<file path="config.mk">
export PLATFORM = sky130hd
export DESIGN_NAME = spot_bank_scheduler_flat
export DESIGN_NICKNAME = d
export VERILOG_FILES = /design/src/rtl/spot_sched_pkg.sv /design/src/rtl/spot_bank_scheduler_if.sv /design/src/rtl/spot_watchdog.sv /design/src/rtl/spot_bank_scheduler.sv /design/src/flat_wrapper.sv
export SDC_FILE = /design/constraint.sdc
export NUM_CORES = 1
export LEC_CHECK = 0
export BUFFER_PORTS_ARGS = -buffer_cell sky130_fd_sc_hd__clkbuf_2
export CAP_MARGIN = 20
export CORE_AREA = 2 2 325 327
export DETAILED_ROUTE_END_ITERATION = 10
export DIE_AREA = 0 0 327 329
export GPL_TIMING_DRIVEN = 0
export HOLD_SLACK_MARGIN = 0.03
export SKIP_LAST_GASP = 1
export SLEW_MARGIN = 20
export SYNTH_ARGS = -nofsm -noshare
export SYNTH_HDL_FRONTEND = slang
export SYNTH_SLANG_ARGS = --single-unit
</file>
<file path="constraint.sdc">
create_clock -name clk_in -period 26.8 [get_ports clk_in]
set_clock_uncertainty 0.15 [all_clocks]
set_input_delay 2.68 -clock clk_in [delete_from_list [all_inputs] [get_ports clk_in]]
set_output_delay 2.68 -clock clk_in [all_outputs]
set_load 0.01 [all_outputs]
</file>
<file path="src/rtl/spot_sched_pkg.sv">
// rtl/spot_sched_pkg.sv - shared types and constants for the spot bank scheduler
package spot_sched_pkg;

   localparam int ROI_COORD_BITS   = 10;
   localparam int ROI_BITS         = 4 * ROI_COORD_BITS;
   localparam int NUM_ROIS_MAX_DEF = 10;

   typedef enum logic [1:0] {
      S_IDLE    = 2'd0,
      S_START   = 2'd1,
      S_BUSY    = 2'd2,
      S_PUBLISH = 2'd3
   } sched_state_t;

   // Spot finder may report more ROIs than the bus can carry.
   function automatic logic [7:0] clamp_rois(input logic [7:0] n, input int max_rois);
      if (int'(n) > max_rois) return 8'(max_rois);
      return n;
   endfunction

endpackage

</file>
<file path="src/rtl/spot_bank_scheduler_if.sv">
// rtl/spot_bank_scheduler_if.sv - camera / spot finder / result bundle of the bank scheduler
interface spot_bank_scheduler_if #(
   parameter int NUM_ROIS_MAX = spot_sched_pkg::NUM_ROIS_MAX_DEF
);
   localparam int RW = NUM_ROIS_MAX * spot_sched_pkg::ROI_BITS;

   logic          frame_done;
   logic          wr_bank;
   logic          sf_bank;
   logic          sf_start;
   logic          sf_abort;
   logic          sf_rdy;
   logic [7:0]    sf_num_rois;
   logic [RW-1:0] sf_rois;
   logic [RW-1:0] rois_out;
   logic [7:0]    num_rois_out;
   logic          rois_valid;
   logic [15:0]   frames_dropped;
   logic          timeout_err;

   modport master (
      input  frame_done, sf_rdy, sf_num_rois, sf_rois,
      output wr_bank, sf_bank, sf_start, sf_abort, rois_out, num_rois_out,
             rois_valid, frames_dropped, timeout_err
   );

   modport slave (
      output frame_done, sf_rdy, sf_num_rois, sf_rois,
      input  wr_bank, sf_bank, sf_start, sf_abort, rois_out, num_rois_out,
             rois_valid, frames_dropped, timeout_err
   );

endinterface

</file>
<file path="src/rtl/spot_watchdog.sv">
// rtl/spot_watchdog.sv - BUSY-phase cycle counter; expire_o marks the LIMIT-th running cycle
module spot_watchdog #(
   parameter int LIMIT = 1000000
) (
   input  logic clk_in,
   input  logic reset,
   input  logic run_i,
   input  logic clear_i,
   output logic expire_o
);
   localparam int            W    = $clog2(LIMIT + 1);
   localparam logic [W-1:0]  LAST = W'(LIMIT - 1);

   logic [W-1:0] count_q, count_d;

   always_ff @(posedge clk_in or posedge reset) begin
      if (reset) count_q <= '0;
      else       count_q <= count_d;
   end

   always_comb begin
      count_d = count_q;
      if (clear_i)                       count_d = '0;
      else if (run_i && count_q != LAST) count_d = count_q + 1'b1;
   end

   assign expire_o = run_i && !clear_i && (count_q == LAST);

endmodule

</file>
<file path="src/rtl/spot_bank_scheduler.sv">
// rtl/spot_bank_scheduler.sv - ping-pong frame bank scheduler between camera writer and spot finder
// Define SPOT_SCHED_TIMEOUT_EN to add the BUSY watchdog (sf_abort / timeout_err).
module spot_bank_scheduler
   import spot_sched_pkg::*;
#(
   parameter int NUM_ROIS_MAX   = NUM_ROIS_MAX_DEF,
   parameter int TIMEOUT_CYCLES = 1000000
) (
   input  logic                 clk_in,
   input  logic                 reset,
   spot_bank_scheduler_if.master bus
);
   localparam int RW = NUM_ROIS_MAX * ROI_BITS;

   if (TIMEOUT_CYCLES < 1) begin : g_bad_timeout
      $error("TIMEOUT_CYCLES must be at least 1");
   end

   sched_state_t  state_q, state_d;
   logic          wr_bank_q, wr_bank_d;
   logic          sf_bank_q, sf_bank_d;
   logic          sf_abort_q, sf_abort_d;
   logic          timeout_err_q, timeout_err_d;
   logic [15:0]   dropped_q, dropped_d;
   logic [7:0]    num_rois_q, num_rois_d;
   logic [RW-1:0] rois_q, rois_d;

   logic in_busy, frame_swap, frame_drop, wd_expire;

   assign in_busy    = (state_q == S_BUSY);
   assign frame_swap = bus.frame_done && (state_q == S_IDLE || state_q == S_PUBLISH);
   assign frame_drop = bus.frame_done && (state_q == S_START || state_q == S_BUSY);

`ifdef SPOT_SCHED_TIMEOUT_EN
   spot_watchdog #(.LIMIT(TIMEOUT_CYCLES)) u_watchdog (
      .clk_in   (clk_in),
      .reset    (reset),
      .run_i    (in_busy),
      .clear_i  (!in_busy),
      .expire_o (wd_expire)
   );
`else
   assign wd_expire = 1'b0;
`endif

   always_ff @(posedge clk_in or posedge reset) begin
      if (reset) begin
         state_q       <= S_IDLE;
         wr_bank_q     <= 1'b0;
         sf_bank_q     <= 1'b1;
         sf_abort_q    <= 1'b0;
         timeout_err_q <= 1'b0;
         dropped_q     <= '0;
         num_rois_q    <= '0;
         rois_q        <= '0;
      end else begin
         state_q       <= state_d;
         wr_bank_q     <= wr_bank_d;
         sf_bank_q     <= sf_bank_d;
         sf_abort_q    <= sf_abort_d;
         timeout_err_q <= timeout_err_d;
         dropped_q     <= dropped_d;
         num_rois_q    <= num_rois_d;
         rois_q        <= rois_d;
      end
   end

   always_comb begin
      state_d    = state_q;
      wr_bank_d  = wr_bank_q;
      sf_bank_d  = sf_bank_q;
      dropped_d  = dropped_q;
      num_rois_d = num_rois_q;
      rois_d     = rois_q;
      case (state_q)
         S_IDLE:    if (bus.frame_done) state_d = S_START;
         S_START:   state_d = S_BUSY;
         S_BUSY:    if (bus.sf_rdy)     state_d = S_PUBLISH;
                    else if (wd_expire) state_d = S_IDLE;
         S_PUBLISH: state_d = bus.frame_done ? S_START : S_IDLE;
         default:   state_d = S_IDLE;
      endcase
      // The finder takes the bank just written; the camera moves to the other one.
      if (frame_swap) begin
         wr_bank_d = ~wr_bank_q;
         sf_bank_d = wr_bank_q;
      end
      if (frame_drop && dropped_q != 16'hFFFF) dropped_d = dropped_q + 16'd1;
      // Results are captured with sf_rdy so they are stable during the rois_valid cycle.
      if (in_busy && bus.sf_rdy) begin
         rois_d     = bus.sf_rois;
         num_rois_d = clamp_rois(bus.sf_num_rois, NUM_ROIS_MAX);
      end
      sf_abort_d    = in_busy && !bus.sf_rdy && wd_expire;
      timeout_err_d = timeout_err_q | sf_abort_d;
   end

   always_comb begin
      bus.sf_start       = (state_q == S_START);
      bus.rois_valid     = (state_q == S_PUBLISH);
      bus.wr_bank        = wr_bank_q;
      bus.sf_bank        = sf_bank_q;
      bus.sf_abort       = sf_abort_q;
      bus.timeout_err    = timeout_err_q;
      bus.frames_dropped = dropped_q;
      bus.num_rois_out   = num_rois_q;
      bus.rois_out       = rois_q;
   end

endmodule

</file>
<file path="src/flat_wrapper.sv">
// flat-port wrapper written by rule: the top's interface ports become plain ports
module spot_bank_scheduler_flat import spot_sched_pkg::*;
#(
   parameter int NUM_ROIS_MAX   = NUM_ROIS_MAX_DEF,
   parameter int TIMEOUT_CYCLES = 1000000
)
  (clk_in, reset, bus_frame_done, bus_sf_rdy, bus_sf_num_rois, bus_sf_rois, bus_wr_bank, bus_sf_bank, bus_sf_start, bus_sf_abort, bus_rois_out, bus_num_rois_out, bus_rois_valid, bus_frames_dropped, bus_timeout_err);
  spot_bank_scheduler_if #(.NUM_ROIS_MAX(NUM_ROIS_MAX)) bus_i ();
  input  logic clk_in;
  input  logic reset;
  input wire logic [$bits(bus_i.frame_done)-1:0] bus_frame_done;
  input wire logic [$bits(bus_i.sf_rdy)-1:0] bus_sf_rdy;
  input wire logic [$bits(bus_i.sf_num_rois)-1:0] bus_sf_num_rois;
  input wire logic [$bits(bus_i.sf_rois)-1:0] bus_sf_rois;
  output wire logic [$bits(bus_i.wr_bank)-1:0] bus_wr_bank;
  output wire logic [$bits(bus_i.sf_bank)-1:0] bus_sf_bank;
  output wire logic [$bits(bus_i.sf_start)-1:0] bus_sf_start;
  output wire logic [$bits(bus_i.sf_abort)-1:0] bus_sf_abort;
  output wire logic [$bits(bus_i.rois_out)-1:0] bus_rois_out;
  output wire logic [$bits(bus_i.num_rois_out)-1:0] bus_num_rois_out;
  output wire logic [$bits(bus_i.rois_valid)-1:0] bus_rois_valid;
  output wire logic [$bits(bus_i.frames_dropped)-1:0] bus_frames_dropped;
  output wire logic [$bits(bus_i.timeout_err)-1:0] bus_timeout_err;
  assign bus_i.frame_done = bus_frame_done;
  assign bus_i.sf_rdy = bus_sf_rdy;
  assign bus_i.sf_num_rois = bus_sf_num_rois;
  assign bus_i.sf_rois = bus_sf_rois;
  assign bus_wr_bank = bus_i.wr_bank;
  assign bus_sf_bank = bus_i.sf_bank;
  assign bus_sf_start = bus_i.sf_start;
  assign bus_sf_abort = bus_i.sf_abort;
  assign bus_rois_out = bus_i.rois_out;
  assign bus_num_rois_out = bus_i.num_rois_out;
  assign bus_rois_valid = bus_i.rois_valid;
  assign bus_frames_dropped = bus_i.frames_dropped;
  assign bus_timeout_err = bus_i.timeout_err;
  spot_bank_scheduler #(.NUM_ROIS_MAX(NUM_ROIS_MAX), .TIMEOUT_CYCLES(TIMEOUT_CYCLES)) u_core (.clk_in(clk_in), .reset(reset), .bus(bus_i));
endmodule
</file>
# Yosys cells after proc, flatten, opt, wreduce, memory -nomap -nowiden
# Index checks and enable logic that the tools add are counted.
[totals] output_inout_bits=430 inputBits=412 wordCells=31 regBits=428
[op_classes] addsub=1 n_eq_ne=6 bitwise_logic=1 order_cmp=1 mux=8 reduce_logical=8
[op_table] op="$add 16x1->16 const B" n=1
[op_table] op="$mux 8" n=2
[op_table] op="$ne 16x16->1 const B" n=1
[op_table] op="$gt 8x4->1 const B" n=1
[op_table] op="$pmux 2 s4" n=1
[op_table] op="$eq 2x2->1 const B" n=2
[op_table] op="$logic_and 1x1->1" n=4
[op_table] op="$mux 2" n=2
[op_table] op="$ne 2x2->1 const B" n=2
[op_table] op="$mux 1" n=3
[op_table] op="$eq 2x1->1 const B" n=1
[op_table] op="$logic_not 2->1" n=1
[op_table] op="$logic_or 1x1->1" n=2
[op_table] op="$reduce_and 2->1" n=1
[op_table] op="$not 1->1" n=1

# Depth between registers and ports, before layout
[logic_depth] ltp_word=4 ltp_mapped=7 ltp_nobuf=6

# Least setup slack after synthesis
# Ideal clock, no wire load.
[synth_timing] kind="input port to flip-flop" startpoint="in bus_sf_rdy" endpoint="reg u_core.rois_q[167] (netlist: u_core.bus.rois_out[167])" t_arrival_ns=3.797 path_slack_ns=22.728 cell_stages=4 path_buffers=2 setup_time_ns=0.125 required_ns=26.525 cell_sequence="nand2_1 -> clkbuf_1 -> clkbuf_1 -> mux2_2"
[synth_between] elab_chain_cells=1
[synth_lines] item="from (decl)" line="flat_wrapper.sv:12" rtl="input wire logic [$bits(bus_i.sf_rdy)-1:0] bus_sf_rdy;"
[synth_lines] item="$logic_and 1x1->1" line="spot_bank_scheduler.sv:90" rtl="if (in_busy && bus.sf_rdy) begin"
[synth_lines] item="to (signal assigned)" line="spot_bank_scheduler.sv:64" rtl="rois_q <= rois_d;"
[synth_lines] item="to (decl)" line="spot_bank_scheduler.sv:26" rtl="logic [RW-1:0] rois_q, rois_d;"
# No other way between the ends.
# A chain may end at the register's enable or synchronous reset.

# Worst setup path after layout
[layout_timing] startpoint="in bus_sf_rdy" endpoint="reg u_core.rois_q[323] (netlist: u_core.bus.rois_out[323])"
# The elaborated chain is that of the path after synthesis.

==> impl_metrics.toml <==
[global_routing]
grt_max_degree = 97
grt_overflow = 0
grt_antenna_before_repair = 5
first_global_vias = 11990
grt_first_pass_wirelength_microns = 77780
track_usage_pct = 9.701

[critical_path]
path_delay_family = "buffers and inverters"
crit_chain = "clkbuf_2, nand2_1, clkbuf_1, clkbuf_1, mux2_2"
critPathMaxFanout = 11
timing_worst_setup_path_type = "in -> reg"
timing.critical_path.mode_cell = "sky130_fd_sc_hd__clkbuf_1"
critical_path.endpoint_type = "flip-flop"
setup.worst_path.start_class = "primary input"
critical_path.max_stage_delay_ps = 720
timing.reg2reg.setup_slack_ps = 23330
cp_num_buf_inv = 3
critical-path-slowest-cell = "sky130_fd_sc_hd__clkbuf_1"
worst_ep_arrival_time_ps = 5270
worst-endpoint-required_ps = 27140

[die]
initial_utilization_pct = 15.39
die-area_sq_um = 107600
die_height_microns = 329
core-area_sq_um = 104400
num_io_pins = 842
die_width_microns = 327
core.rowCount = 119

[synth]
synth_seq_area_share_pct = 66.68
synth-seq-cells = 428
yosysWarnings = 0
avgSynthCellArea_sq_um = 16.53
cell_area_after_synthesis_sq_um = 16060
synthesis.instances = 972
synth_cell_types = 38

[detailed_routing]
vias = 11480
detail_route.drc_violations = 0
via_per_inst = 3.481
antenna_violating_nets_post_route = 0
final_wirelength_microns = 55350
drt_pre_antenna_iters = 4
first_iter_violations = 388
wire_per_inst_microns = 16.78

[placed_design]
io_buffers = 839
dp.cells = 3207
detailedPlacementHpwl_microns = 44600
routabilityCongestion = 0.8278
preCtsSetupSlack_ps = 20930

[timing]
post-route-period-util_pct = 18.41
grt_setup_unrepaired = "false"
slew-limit-headroom_pct = 35.13
timing.final.setup_violations = 0
transition_at_the_pin_with_the_smallest_max_transition_slack_ps = 970.6
finalMaxSlewViolations = 0
fmax_mhz = 202.7
totalNegativeSetupSlack_ps = 0
setup_ws_ps = 21870
timing.final.hold_violations = 0
hold_slack_ps = 336.1
finalWorstPathRequiredPeriod_ps = 4934

[layout]
area.growth.synth_to_final_pct = 48.03
finalNetCount = 2285
num-fill-cells = 11150
ff_latch_area_sq_um = 10710
mostFrequentLayoutCell = "sky130_fd_sc_hd__clkbuf_2"
final_layout_size_suffix_gt1_share_pct = 70.39
final_cell_count_no_fill = 3298
mostFrequentLayoutCells = "sky130_fd_sc_hd__clkbuf_2, sky130_fd_sc_hd__dfrtp_1, sky130_fd_sc_hd__mux2_2"
multi_input_comb_area_sq_um = 5132

[flow_run]
drv.max_cap_violation_count = 0

[clock_tree]
cts_tree = "yes"
htree_levels = 2
cts-hold-fix-buffers = 0
clkSlewWorstSetupHoldPaths_ps = 60
cts_buffers = 49
worstSkewPairLatency_ps = 600
clock-sinks = 428
cts.path.max_buffers = 3
cts_root_buf = "sky130_fd_sc_hd__clkbuf_16"
post_cts_buffers = 0
post_cts_resize_count = 0

[hold_path]
min-delay-path-class = "reg -> reg"

[power_and_ir_drop]
max-vdd-ir-drop_uv = 64.92
sum_of_internal_switching_and_leakage_power_mw = 2.906
power.leakage_nw = 11.53
power_density_nw_per_um2 = 122.2

[run_status]
outcome = "finished, final reports clean"
[where the power goes]
group | internal [mW] | switching, mW
registers | 0.968 | 0.179
logic | 0.543 | 0.533
clock network | 0.403 | 0.280
total | 1.91 | 0.992
[cell families after synthesis]
group           Yosys count  synth area share [%]
buf+inv                  54                 1.394
mux                     404                 28.34
other cells               1               0.02334
compound gates           18                0.7011
fa+ha+maj                 6                0.4673
xor+xnor                 13                0.7088
flops                   428                 66.68
simple gates             48                 1.682
[final timing paths]
kind,end,startpoint,depth (start not counted)
max reg2reg,u_core.bus.rois_out[323]$_DFFE_PP0P_,u_core.state_q[0]$_DFFE_PP0P_,6
min reg2reg,u_core.bus.num_rois_out[5]$_DFFE_PP0P_,u_core.bus.num_rois_out[5]$_DFFE_PP0P_,1
min,u_core.bus.num_rois_out[5]$_DFFE_PP0P_,u_core.bus.num_rois_out[5]$_DFFE_PP0P_,1
max in group asynchronous,u_core.bus.rois_out[186]$_DFFE_PP0P_,reset,4
max,u_core.bus.rois_out[323]$_DFFE_PP0P_,bus_sf_rdy,5
min in group asynchronous,u_core.bus.rois_out[108]$_DFFE_PP0P_,reset,2
[stage by stage]
stage	utilization, %	area [sq um]
floorplan	-	16070
global placement	21.09	22010
detailed placement	21.20	22130
CTS	22.78	23770
global route	22.78	23780
finish	22.78	23780
[synth_stat cells (all sizes together)]
| cell | instances | area share [%] |
|---|---|---|
| dfstp | 1 | 0.16 |
| o22ai | 1 | 0.039 |
| or2 | 1 | 0.039 |
| buf | 16 | 0.51 |
| xor2 | 2 | 0.11 |
| nand4 | 5 | 0.29 |
| nor2b | 1 | 0.086 |
| xnor2 | 11 | 0.60 |
| a41oi | 1 | 0.055 |
| o2111ai | 1 | 0.055 |
| a21o | 1 | 0.047 |
| nor3 | 3 | 0.093 |
| a2111oi | 1 | 0.055 |
| a22oi | 1 | 0.047 |
| mux2 | 404 | 28 |
| conb | 1 | 0.023 |
| nand2 | 13 | 0.30 |
| nand3 | 9 | 0.28 |
| a31oi | 2 | 0.078 |
| o21ai | 6 | 0.19 |
| ha | 6 | 0.47 |
| inv | 6 | 0.14 |
| or4 | 2 | 0.12 |
| nor3b | 1 | 0.047 |
| o21bai | 1 | 0.047 |
| nand2b | 1 | 0.039 |
| dfrtp | 427 | 67 |
| and3 | 1 | 0.039 |
| nor2 | 5 | 0.12 |
| a21oi | 3 | 0.093 |
| clkbuf | 32 | 0.75 |
| nor4 | 2 | 0.078 |
| and2 | 4 | 0.16 |
[state kept, by name, summed over array words and instances (netlist names)]
name and cells:
u_core.bus.frames_dropped 16, u_core.bus.num_rois_out 8, u_core.bus.rois_out 400, u_core.bus.sf_bank 1, u_core.bus.wr_bank 1, u_core.state_q 2
[area by class of cell]
class | count | area share (%)
sequential | 428 | 45.05
tap | 1391 | 7.319
timing repair buffer | 843 | 18.12
inverter | 6 | 0.1263
multi-input combinational | 491 | 21.58
antenna | 2 | 0.02105
clock inverter | 12 | 0.8208
clock buffer | 77 | 6.104
buffer | 48 | 0.8577
[metal layers]
metal	GRT usage, %	share of wire (%)
met3	3.234	9.1
met1	10.83	37
met5	0	0.023
met2	16.91	50
met4	4.039	3.6
Note: power is estimated with default switching activity, not from simulation.
